## src/rtl/mmp_iddmm_ctrl.sv

```systemverilog
// Sequencer for an iterative-digit Montgomery multiplier (IDDMM).
// Clears the accumulator RAM, issues the N x (N+1) PE word schedule,
// writes PE results back after the pipeline latency, stores the final
// carry word, then streams a final a - m subtraction to select the result.
module mmp_iddmm_ctrl #(
  parameter  int K       = 128,
  parameter  int N       = 32,
  parameter  int LATENCY = 16,
  localparam int IW      = $clog2(N),
  localparam int JW      = $clog2(N) + 1
) (
  input  logic          clk,
  input  logic          rst,
  input  logic          start,
  output logic          busy,
  output logic          done,
  output logic [IW-1:0] i,
  output logic [JW-1:0] j,
  output logic          ctl_carry_clr,
  output logic          ctl_carry_ena,
  output logic          ctl_carry_sel,
  output logic          ctl_c_pre_clr,
  output logic          ctl_q_ena,
  input  logic          carry,
  input  logic [K-1:0]  uj,
  output logic [JW-1:0] rd_addr,
  input  logic [K-1:0]  rd_data,
  input  logic [K-1:0]  m_word,
  output logic          wr_ena,
  output logic [JW-1:0] wr_addr,
  output logic [K-1:0]  wr_data,
  output logic          res_valid,
  output logic [K-1:0]  res_a,
  output logic [K-1:0]  res_d,
  output logic          res_last,
  output logic          res_sel
);

  typedef enum logic [2:0] {
    S_IDLE,
    S_CLEAR,
    S_RUN,
    S_DRAIN,
    S_CARRY,
    S_SUB,
    S_DONE
  } state_t;

  // Word index N is the top (carry) word of the a-RAM and the last column of a line.
  localparam logic [JW-1:0] LAST_J     = JW'(N);
  localparam logic [IW-1:0] LAST_I     = IW'(N - 1);
  localparam logic [JW-1:0] LAST_DRAIN = JW'(LATENCY - 1);

  state_t                       state_q, state_d;
  logic [IW-1:0]                i_q, i_d;
  logic [JW-1:0]                j_q, j_d;
  logic [JW-1:0]                cnt_q, cnt_d;
  logic                         b_q, b_d;
  logic                         sel_q, sel_d;
  logic [LATENCY-1:0]           dv_q, dv_d;
  logic [LATENCY-1:0][JW-1:0]   dj_q, dj_d;

  logic                         b_in;
  logic [K:0]                   diff;
  logic                         b_out;
  logic                         wb_valid;
  logic [JW-1:0]                wb_j;

  // Subtract one word of m (plus the borrow from the previous word) from the a word.
  always_comb begin
    b_in  = (cnt_q == '0) ? 1'b0 : b_q;
    diff  = {1'b0, rd_data} - {1'b0, m_word} - {{K{1'b0}}, b_in};
    b_out = diff[K];
  end

  // Next-state logic for the phase sequencer and its counters.
  always_comb begin
    state_d = state_q;
    i_d     = i_q;
    j_d     = j_q;
    cnt_d   = cnt_q;
    b_d     = b_q;
    sel_d   = sel_q;
    case (state_q)
      S_IDLE: begin
        if (start) begin
          state_d = S_CLEAR;
          cnt_d   = '0;
          sel_d   = 1'b0;
        end
      end
      S_CLEAR: begin
        if (cnt_q == LAST_J) begin
          state_d = S_RUN;
          cnt_d   = '0;
          i_d     = '0;
          j_d     = '0;
        end else begin
          cnt_d = cnt_q + JW'(1);
        end
      end
      S_RUN: begin
        if (j_q == LAST_J) begin
          j_d = '0;
          if (i_q == LAST_I) begin
            state_d = S_DRAIN;
            i_d     = '0;
            cnt_d   = '0;
          end else begin
            i_d = i_q + IW'(1);
          end
        end else begin
          j_d = j_q + JW'(1);
        end
      end
      S_DRAIN: begin
        if (cnt_q == LAST_DRAIN) begin
          state_d = S_CARRY;
          cnt_d   = '0;
        end else begin
          cnt_d = cnt_q + JW'(1);
        end
      end
      S_CARRY: begin
        state_d = S_SUB;
        cnt_d   = '0;
        b_d     = 1'b0;
      end
      S_SUB: begin
        b_d = b_out;
        if (cnt_q == LAST_J) begin
          state_d = S_DONE;
          sel_d   = ~b_out;
          cnt_d   = '0;
          b_d     = 1'b0;
        end else begin
          cnt_d = cnt_q + JW'(1);
        end
      end
      S_DONE: begin
        state_d = S_IDLE;
      end
      default: begin
        state_d = S_IDLE;
      end
    endcase
  end

  // Issue delay line: each RUN cycle's column index follows the PE pipeline.
  always_comb begin
    dv_d    = dv_q;
    dj_d    = dj_q;
    dv_d[0] = (state_q == S_RUN);
    dj_d[0] = j_q;
    for (int s = 1; s < LATENCY; s++) begin
      dv_d[s] = dv_q[s-1];
      dj_d[s] = dj_q[s-1];
    end
  end

  // State register with synchronous reset; reset also flushes in-flight issues.
  always_ff @(posedge clk) begin
    if (rst) begin
      state_q <= S_IDLE;
      i_q     <= '0;
      j_q     <= '0;
      cnt_q   <= '0;
      b_q     <= 1'b0;
      sel_q   <= 1'b0;
      dv_q    <= '0;
      dj_q    <= '0;
    end else begin
      state_q <= state_d;
      i_q     <= i_d;
      j_q     <= j_d;
      cnt_q   <= cnt_d;
      b_q     <= b_d;
      sel_q   <= sel_d;
      dv_q    <= dv_d;
      dj_q    <= dj_d;
    end
  end

  assign wb_valid = dv_q[LATENCY-1];
  assign wb_j     = dj_q[LATENCY-1];
  assign i        = i_q;
  assign j        = j_q;
  assign res_sel  = sel_q;

  // Output decode; the phases never overlap, so at most one write source is active.
  always_comb begin
    busy          = 1'b0;
    done          = 1'b0;
    ctl_carry_clr = 1'b0;
    ctl_carry_ena = 1'b0;
    ctl_carry_sel = 1'b0;
    ctl_c_pre_clr = 1'b0;
    ctl_q_ena     = 1'b0;
    rd_addr       = '0;
    wr_ena        = 1'b0;
    wr_addr       = '0;
    wr_data       = '0;
    res_valid     = 1'b0;
    res_a         = '0;
    res_d         = '0;
    res_last      = 1'b0;
    case (state_q)
      S_CLEAR: begin
        busy    = 1'b1;
        wr_ena  = 1'b1;
        wr_addr = cnt_q;
      end
      S_RUN: begin
        busy          = 1'b1;
        rd_addr       = j_q;
        ctl_carry_clr = (i_q == '0) && (j_q == '0);
        ctl_carry_ena = (j_q == LAST_J);
        ctl_carry_sel = (j_q == LAST_J);
        ctl_c_pre_clr = (j_q == '0);
        ctl_q_ena     = (j_q == '0);
      end
      S_DRAIN: begin
        busy = 1'b1;
      end
      S_CARRY: begin
        busy    = 1'b1;
        wr_ena  = 1'b1;
        wr_addr = LAST_J;
        wr_data = {{(K-1){1'b0}}, carry};
      end
      S_SUB: begin
        busy      = 1'b1;
        rd_addr   = cnt_q;
        res_valid = 1'b1;
        res_a     = rd_data;
        res_d     = diff[K-1:0];
        res_last  = (cnt_q == LAST_J);
      end
      S_DONE: begin
        done = 1'b1;
      end
      default: begin
        busy = 1'b0;
      end
    endcase
    if (wb_valid && (wb_j != '0)) begin
      wr_ena  = 1'b1;
      wr_addr = wb_j - JW'(1);
      wr_data = uj;
    end
  end

endmodule

```

## config.mk

```make
export PLATFORM = sky130hd
export DESIGN_NAME = mmp_iddmm_ctrl
export DESIGN_NICKNAME = d
export VERILOG_FILES = /design/src/rtl/mmp_iddmm_ctrl.sv
export SDC_FILE = /design/constraint.sdc
export NUM_CORES = 1
export LEC_CHECK = 0
export CORE_AREA = 4 4 309 311
export CTS_CLUSTER_SIZE = 20
export DETAILED_ROUTE_END_ITERATION = 7
export DIE_AREA = 0 0 313 315
export MAX_ROUTING_LAYER = met4
export PLACE_DENSITY = 0.44
export SYNTH_ARGS = -nofsm -noshare
export SYNTH_HDL_FRONTEND = slang
export SYNTH_SLANG_ARGS = --single-unit
```

## constraint.sdc

```tcl
create_clock -name clk -period 15.7 [get_ports clk]
set_input_delay 3.925 -clock clk [delete_from_list [all_inputs] [get_ports clk]]
set_output_delay 3.925 -clock clk [all_outputs]
set_load 0.02 [all_outputs]
```

==> results of run 1 <==
[per-stage QoR]
stage	power (mW)	utilization, %	cell area, sq um
after floorplan	0.941	-	18300
after global routing	1.78	30.1	27900
after detailed placement	1.29	29.5	27300
after global placement	1.30	29.5	27300
final	1.67	30.1	27900
after CTS	1.67	30.1	27900
[area by class of cell]
type	instances	area, sq um	share of cell area, %
clock inverters	8	103	0.368
well taps	1254	1570	5.62
flip-flops and latches	134	2690	9.62
diodes	5	12.5	0.0448
clock buffers	22	454	1.63
repair buffers	811	8110	29.1
inverters	430	1610	5.78
multi-input cells	2029	13400	47.9
[per-layer routing]
layer | GRT usage (%) | part of all wire [%]
met1 | 25.2 | 45
met2 | 32.4 | 47
met3 | 5.48 | 7.5
met4 | 2.31 | 1.1
met5 | - | 0
[cell families after synthesis]
logic type                 count (synthesis)  share of synthesized area [%]
AOI/OAI and AO/OA                        579                           20.4
xor gates and xnor gates                 132                           6.31
adders and majority gates                265                           18.2
buffers and inverters                    584                           12.6
DFF                                      134                           14.6
muxes                                      4                          0.218
and+or+nand+nor                         1049                           27.7
[report_power, final]
part | internal, mW | total [mW] | switching [mW]
Combinational | 0.379 | 0.940 | 0.561
Sequential | 0.344 | 0.350 | 0.00645
Clock | 0.236 | 0.375 | 0.139
[worst paths after layout]
check,startpoint,end,slack [ns],cells after the start
min reg2reg,dj_d[18]$_SDFF_PP0_,dj_d[24]$_SDFF_PP0_,0.43,1
max reg2reg,cnt_q[1]$_SDFFE_PP0P_,b_q$_SDFFE_PP0P_,9.74,20
min,dj_d[18]$_SDFF_PP0_,dj_d[24]$_SDFF_PP0_,0.43,1
max,m_word[0],res_d[126],1.95,21
[worst max-delay path, stage by stage]
cell and delay [ns]:
clkdlybuf4s50_1 0.45, inv_1 0.06, fa_1 0.52, inv_1 0.05
ha_1 0.17, or2_2 0.28, fa_1 0.52, nor3b_1 0.27
o21ai_1 0.20, o211ai_1 0.24, o211ai_1 0.12, a21bo_2 0.26
a211o_1 0.32, a21oi_1 0.29, o21ai_1 0.20, a21boi_1 0.37
o41ai_2 0.13, buf_4 0.19, a31oi_1 0.22, mux2i_1 0.22
clkdlybuf4s50_1 0.82
[cell usage in the layout, fill, tap and decap left out, types with 7 or more instances in the layout]
| cell type | count |
|---|---|
| a31oi_1 | 17 |
| a21oi_1 | 201 |
| o31ai_1 | 18 |
| nor3_1 | 31 |
| o21a_1 | 16 |
| a211oi_1 | 8 |
| nor2b_1 | 117 |
| or3_1 | 7 |
| or2_2 | 7 |
| nor4_1 | 11 |
| o211ai_1 | 14 |
| and3_1 | 140 |
| o21ai_0 | 96 |
| nand3_1 | 29 |
| o21ai_1 | 9 |
| xor2_1 | 55 |
| a21o_2 | 7 |
| inv_1 | 430 |
| nand2_1 | 184 |
| nand2b_1 | 14 |
| a21o_1 | 60 |
| a21boi_0 | 9 |
| nor2_1 | 404 |
| xnor2_1 | 77 |
| dfxtp_1 | 133 |
| clkbuf_16 | 17 |
| o21bai_1 | 52 |
| and2_1 | 7 |
| ha_1 | 263 |
| nand4_1 | 68 |
| clkdlybuf4s50_1 | 804 |
[state kept, by name (all words and copies together) (netlist names)]
name and count:
dj_d 90, b_q 1, dv_q 16, state_q 3, cnt_q 6, i 5, res_sel 1, wb_j 6
j 6
==> metrics.cfg, run 1 <==
[yosys]
ys_warn_count = 0
ys_seq_area_share_pct = 14.6
synthFlopType = dfxtp_1
ys_seq_elements = 134
ys_async_sr_fraction_pct = 0
ys_top_cells_by_count = inv_1 (430), nor2_1 (404), ha_1 (263)
synthTopCellsByArea = ha_1 (18%), dfxtp_1 (15%), inv_1 (8.8%)
synth_edf_count = 0
syn_area_per_cell_sq_um = 6.67
synth.distinct_cells = 91
yosysMostFrequentCell = inv_1
synth_area_leader_cell = ha_1
yosysTopAreaCellShare_pct = 18.0
syn_nets = 3400
synthCells = 2747
synth_area_sq_um = 18300

[pwr]
p_leak_nw = 12.4
peakVddDrop_mv = 0.0742
powerDensity_nw_per_um2 = 59.7

[timing]
worst_pin_slew_ns = 1.18
finalMaxSlewViolations = 0
relSlewSlack_pct = 20.7
setup_tns_ns = 0
finalHoldViolations = 0
rsz0062_at_grt = false
fin_skew_ns = 0.0104
setup-violations-final = 0
max_clock_freq_ghz = 0.0727
hold_slack_ns = 0.429
worst_slack_ns = 1.95
finalCriticalPeriod_ns = 13.75
finalCritPeriodShare_pct = 87.6

[cells_and_area]
areaGrowthSynthToFinish_pct = 52.3
final_nets = 4076
fin_cells = 4693
n_fill_cell = 10400
drive_gt1_share_pct = 2.36

[drt]
drt-initial-drc-count = 1198
ant_nets = 0
num_vias = 21200
wl_mm = 101
wl_per_cell_um = 21.6
routed_via_density = 4.51
route.detailed.drc = 0
first_pass_iters = 5

[global_routing]
grt_pass1_vias = 21000
grt_antenna_before_repair = 4
grt.overflow.total = 0
grt_first_pass_wirelength_mm = 143
grt_max_degree = 189
gr-usage-all-layers_pct = 19.8

[placement]
gp_congestion = 0.905
io_buffers = 805
dp_cells = 4658
dp_slack_ns = 1.88
hpwl_mm = 87.7

[clock_network]
cts-htree-levels = 4
path_clk_slew_ns = 0.06
cts_buffers = 17
postCtsHoldBufs = 0
postCtsSetupRepairBufs = 0
insertion_delay_ns = 0.41
clkSinkCount = 134
clockRootBuffer = clkbuf_16
cts_tree = yes
cts_buffer_depth = 2
cts_resized = 0

[worst_setup_path]
end_kind = primary output
crit_type = primary input to primary output
arrival_ns = 9.83
crit_required_ns = 11.77
startpoint_type = primary input
worst-path-max-fanout = 5

[floorplanning]
fp.dieW_um = 313
fp.dieH_um = 315
start_util_pct = 19.8
ios = 806
design.core.area_sq_um = 92800
rows = 112
dieArea_sq_um = 98600

[run]
cap_violations = 0

[outcome]
status = complete, no violations

[hold_path]
hold_path.class = flip-flop to flip-flop

Note: power is estimated with default switching activity, not from simulation.
==> run 2, diff against run 1 <==
- CORE_AREA: 4 4 309 311 -> 4 4 313 315
- DIE_AREA: 0 0 313 315 -> 0 0 317 319
- PLACE_DENSITY: 0.44 -> 0.43
==> run 2 against run 1 <==
Compared with the run above:
- via count increased by 0.50%
- critical path type unchanged
- critical path depth decreased by 3
- utilization fell by 0.61 points
- clock-buffer cell count is 3 lower
- first-iteration DRC count is 17% higher
- largest power group unchanged
- sequential share of layout area hardly changed
- wire length is 1.7% higher
- register-to-register slack about the same
- critical endpoint is now res_d[119]
==> metrics.cfg, run 2 (synthesis gave the netlist of run 1 again) <==
[cells_and_area]
final_common_cell = clkdlybuf4s50_1  ; unchanged
final_nets = 4077  ; was 4076
fin_cells = 4707  ; was 4693
largest_reg_flops = 90  ; unchanged
n_fill_cell = 10500  ; was 10400
final_cell_mix = clkdlybuf4s50_1 (804), inv_1 (430), nor2_1 (404), ha_1 (263), a21oi_1 (201)  ; unchanged
areaGrowthSynthToFinish_pct = 52.6  ; was 52.3%
drive_gt1_share_pct = 2.50  ; was 2.36%

[worst_setup_path]
rr_endpoint = b_q$_SDFFE_PP0P_  ; unchanged
crit_type = primary input to primary output  ; unchanged
path_depth = 18  ; was 21
crit_required_ns = 11.77  ; about the same
r2r_cells = 20  ; unchanged
critPathMaxStageDelay_ns = 1.06  ; was 0.82 ns
arrival_ns = 10.07  ; was 9.83 ns
startpoint_type = primary input  ; unchanged
end_kind = primary output  ; unchanged
cp_slowest_cell = o21ai_0  ; was clkdlybuf4s50_1
ff2ff_setup_slack_ns = 9.74  ; about the same
r2r-start = cnt_q[0]$_SDFFE_PP0P_  ; was cnt_q[1]$_SDFFE_PP0P_
cp-endpoint = res_d[119]  ; was res_d[126]
crit_buf_inv = 4  ; was 5
crit_start = m_word[0]  ; unchanged
worstPathCellList = clkdlybuf4s50_1 > inv_1 > fa_1 > inv_1 > ha_1 > o21ai_0 > a221oi_2 > o21ai_1 > a2111oi_2 > o31ai_1 > a31oi_1 > o2111ai_2 > a31oi_2 > a22oi_1 > nand2_1 > or3_1 > nand3b_1 > clkdlybuf4s50_1  ; was clkdlybuf4s50_1 > inv_1 > fa_1 > inv_1 > ha_1 > or2_2 > fa_1 > nor3b_1 > o21ai_1 > o211ai_1 > o211ai_1 > a21bo_2 > a211o_1 > a21oi_1 > o21ai_1 > a21boi_1 > o41ai_2 > buf_4 > a31oi_1 > mux2i_1 > clkdlybuf4s50_1
worst-path-max-fanout = 4  ; was 5
critPathTopFamily = compound AO/OA/AOI/OAI gates  ; unchanged

[timing]
setup-violations-final = 0  ; unchanged
worst_pin_slew_ns = 1.39  ; was 1.18 ns
setup_tns_ns = 0  ; unchanged
finalCritPeriodShare_pct = 89.1  ; was 87.6%
finalCriticalPeriod_ns = 13.99  ; was 13.75 ns
finalHoldViolations = 0  ; unchanged
fin_skew_ns = 0.0105  ; was 0.0104 ns
max_clock_freq_ghz = 0.0715  ; was 0.0727 GHz
rsz0062_at_grt = false  ; unchanged
relSlewSlack_pct = 6.27  ; was 20.7%
finalMaxSlewViolations = 0  ; unchanged

[global_routing]
grt_max_degree = 130  ; was 189
grt_antenna_before_repair = 6  ; was 4
grt.overflow.total = 0  ; unchanged
grt_first_pass_wirelength_mm = 145  ; was 143 mm
gr-usage-all-layers_pct = 19.8  ; about the same
grt_pass1_vias = 21100  ; was 21000

[placement]
hpwl_mm = 89.4  ; was 87.7 mm
dp_cells = 4670  ; was 4658
gp_congestion = 0.964  ; was 0.905
io_buffers = 805  ; unchanged

[hold_path]
hold_path.class = flip-flop to flip-flop  ; unchanged

[drt]
first_pass_iters = 5  ; unchanged
wl_per_cell_um = 21.9  ; was 21.6 um
route.detailed.drc = 0  ; unchanged
drt-initial-drc-count = 1397  ; was 1198
wl_mm = 103  ; was 101 mm
routed_via_density = 4.52  ; was 4.51
num_vias = 21300  ; was 21200
ant_nets = 0  ; unchanged

[clock_network]
postCtsSetupRepairBufs = 0  ; unchanged
cts-htree-levels = 4  ; unchanged
insertion_delay_ns = 0.40  ; was 0.41 ns
cts_tree = yes  ; unchanged
cts_resized = 0  ; unchanged
clockRootBuffer = clkbuf_16  ; unchanged
cts_buffer_depth = 2  ; unchanged
cts_buffers = 17  ; unchanged
path_clk_slew_ns = 0.06  ; about the same
clkSinkCount = 134  ; unchanged
postCtsHoldBufs = 0  ; unchanged

[floorplanning]
fp.dieH_um = 319  ; was 315 um
start_util_pct = 19.3  ; was 19.8%
rows = 113  ; was 112
ios = 806  ; unchanged
dieArea_sq_um = 101000  ; was 98600 sq um
fp.dieW_um = 317  ; was 313 um
design.core.area_sq_um = 94900  ; was 92800 sq um

[pwr]
peakVddDrop_mv = 0.0619  ; was 0.0742 mV
powerDensity_nw_per_um2 = 60.6  ; was 59.7 nW/um^2
p_leak_nw = 12.4  ; about the same

[run]
cap_violations = 0  ; unchanged

[outcome]
status = complete, no violations  ; unchanged

[run 2: per-layer routing]
metal	vias to the layer above	track usage, %	share of wire [%]
met1	9978	24.8	44
met4	0	2.60	1.1
met3	50	6.42	9.2
met5	-	-	0
met2	751	31.8	46
li1	10500	-	-
[run 2: cell type report]
class	instances	area [sq um]	area share (%)
multi-input combinational	2029	13400	47.8
antenna	6	15.0	0.0537
inverter	430	1610	5.77
clock buffer	19	443	1.58
clock inverter	12	154	0.550
tap	1265	1580	5.66
timing repair buffer	812	8110	29.0
sequential	134	2690	9.61
[run 2: per-stage QoR]
stage / power (mW) / setup slack, ns / instance area, sq um / utilization (%) / hold WS, ns
after global routing: 1.81 / 1.48 / 28000 / 29.5 / 0.451
after global placement: 1.30 / 1.97 / 27400 / 28.8 / 0.415
final: 1.69 / 1.71 / 28000 / 29.5 / 0.425
after CTS: 1.70 / 1.85 / 27900 / 29.5 / 0.426
after detailed placement: 1.30 / 1.88 / 27400 / 28.8 / 0.420
after floorplan: 0.941 / 3.96 / 18300 / - / 0.414
[run 2: power breakdown]
group	total [mW]	internal, mW	switching (mW)	leakage [nW]
Combinational	0.946	0.379	0.567	11.1
Clock	0.397	0.253	0.144	0.285
Sequential	0.350	0.344	0.00648	1.08
[run 2: worst min path at each step]
stage,from,to,slack [ns],cells past startpoint
2_1_floorplan,dj_d[6]$_SDFF_PP0_,dj_d[12]$_SDFF_PP0_,0.41,1
3_3_place_gp,dj_d[8]$_SDFF_PP0_,dj_d[14]$_SDFF_PP0_,0.42,1
3_5_place_dp,dj_d[55]$_SDFF_PP0_,dj_d[61]$_SDFF_PP0_,0.42,1
4_1_cts,dj_d[25]$_SDFF_PP0_,dj_d[31]$_SDFF_PP0_,0.43,1
5_1_grt,dj_d[14]$_SDFF_PP0_,dj_d[20]$_SDFF_PP0_,0.45,1
6_report,dj_d[55]$_SDFF_PP0_,dj_d[61]$_SDFF_PP0_,0.43,1
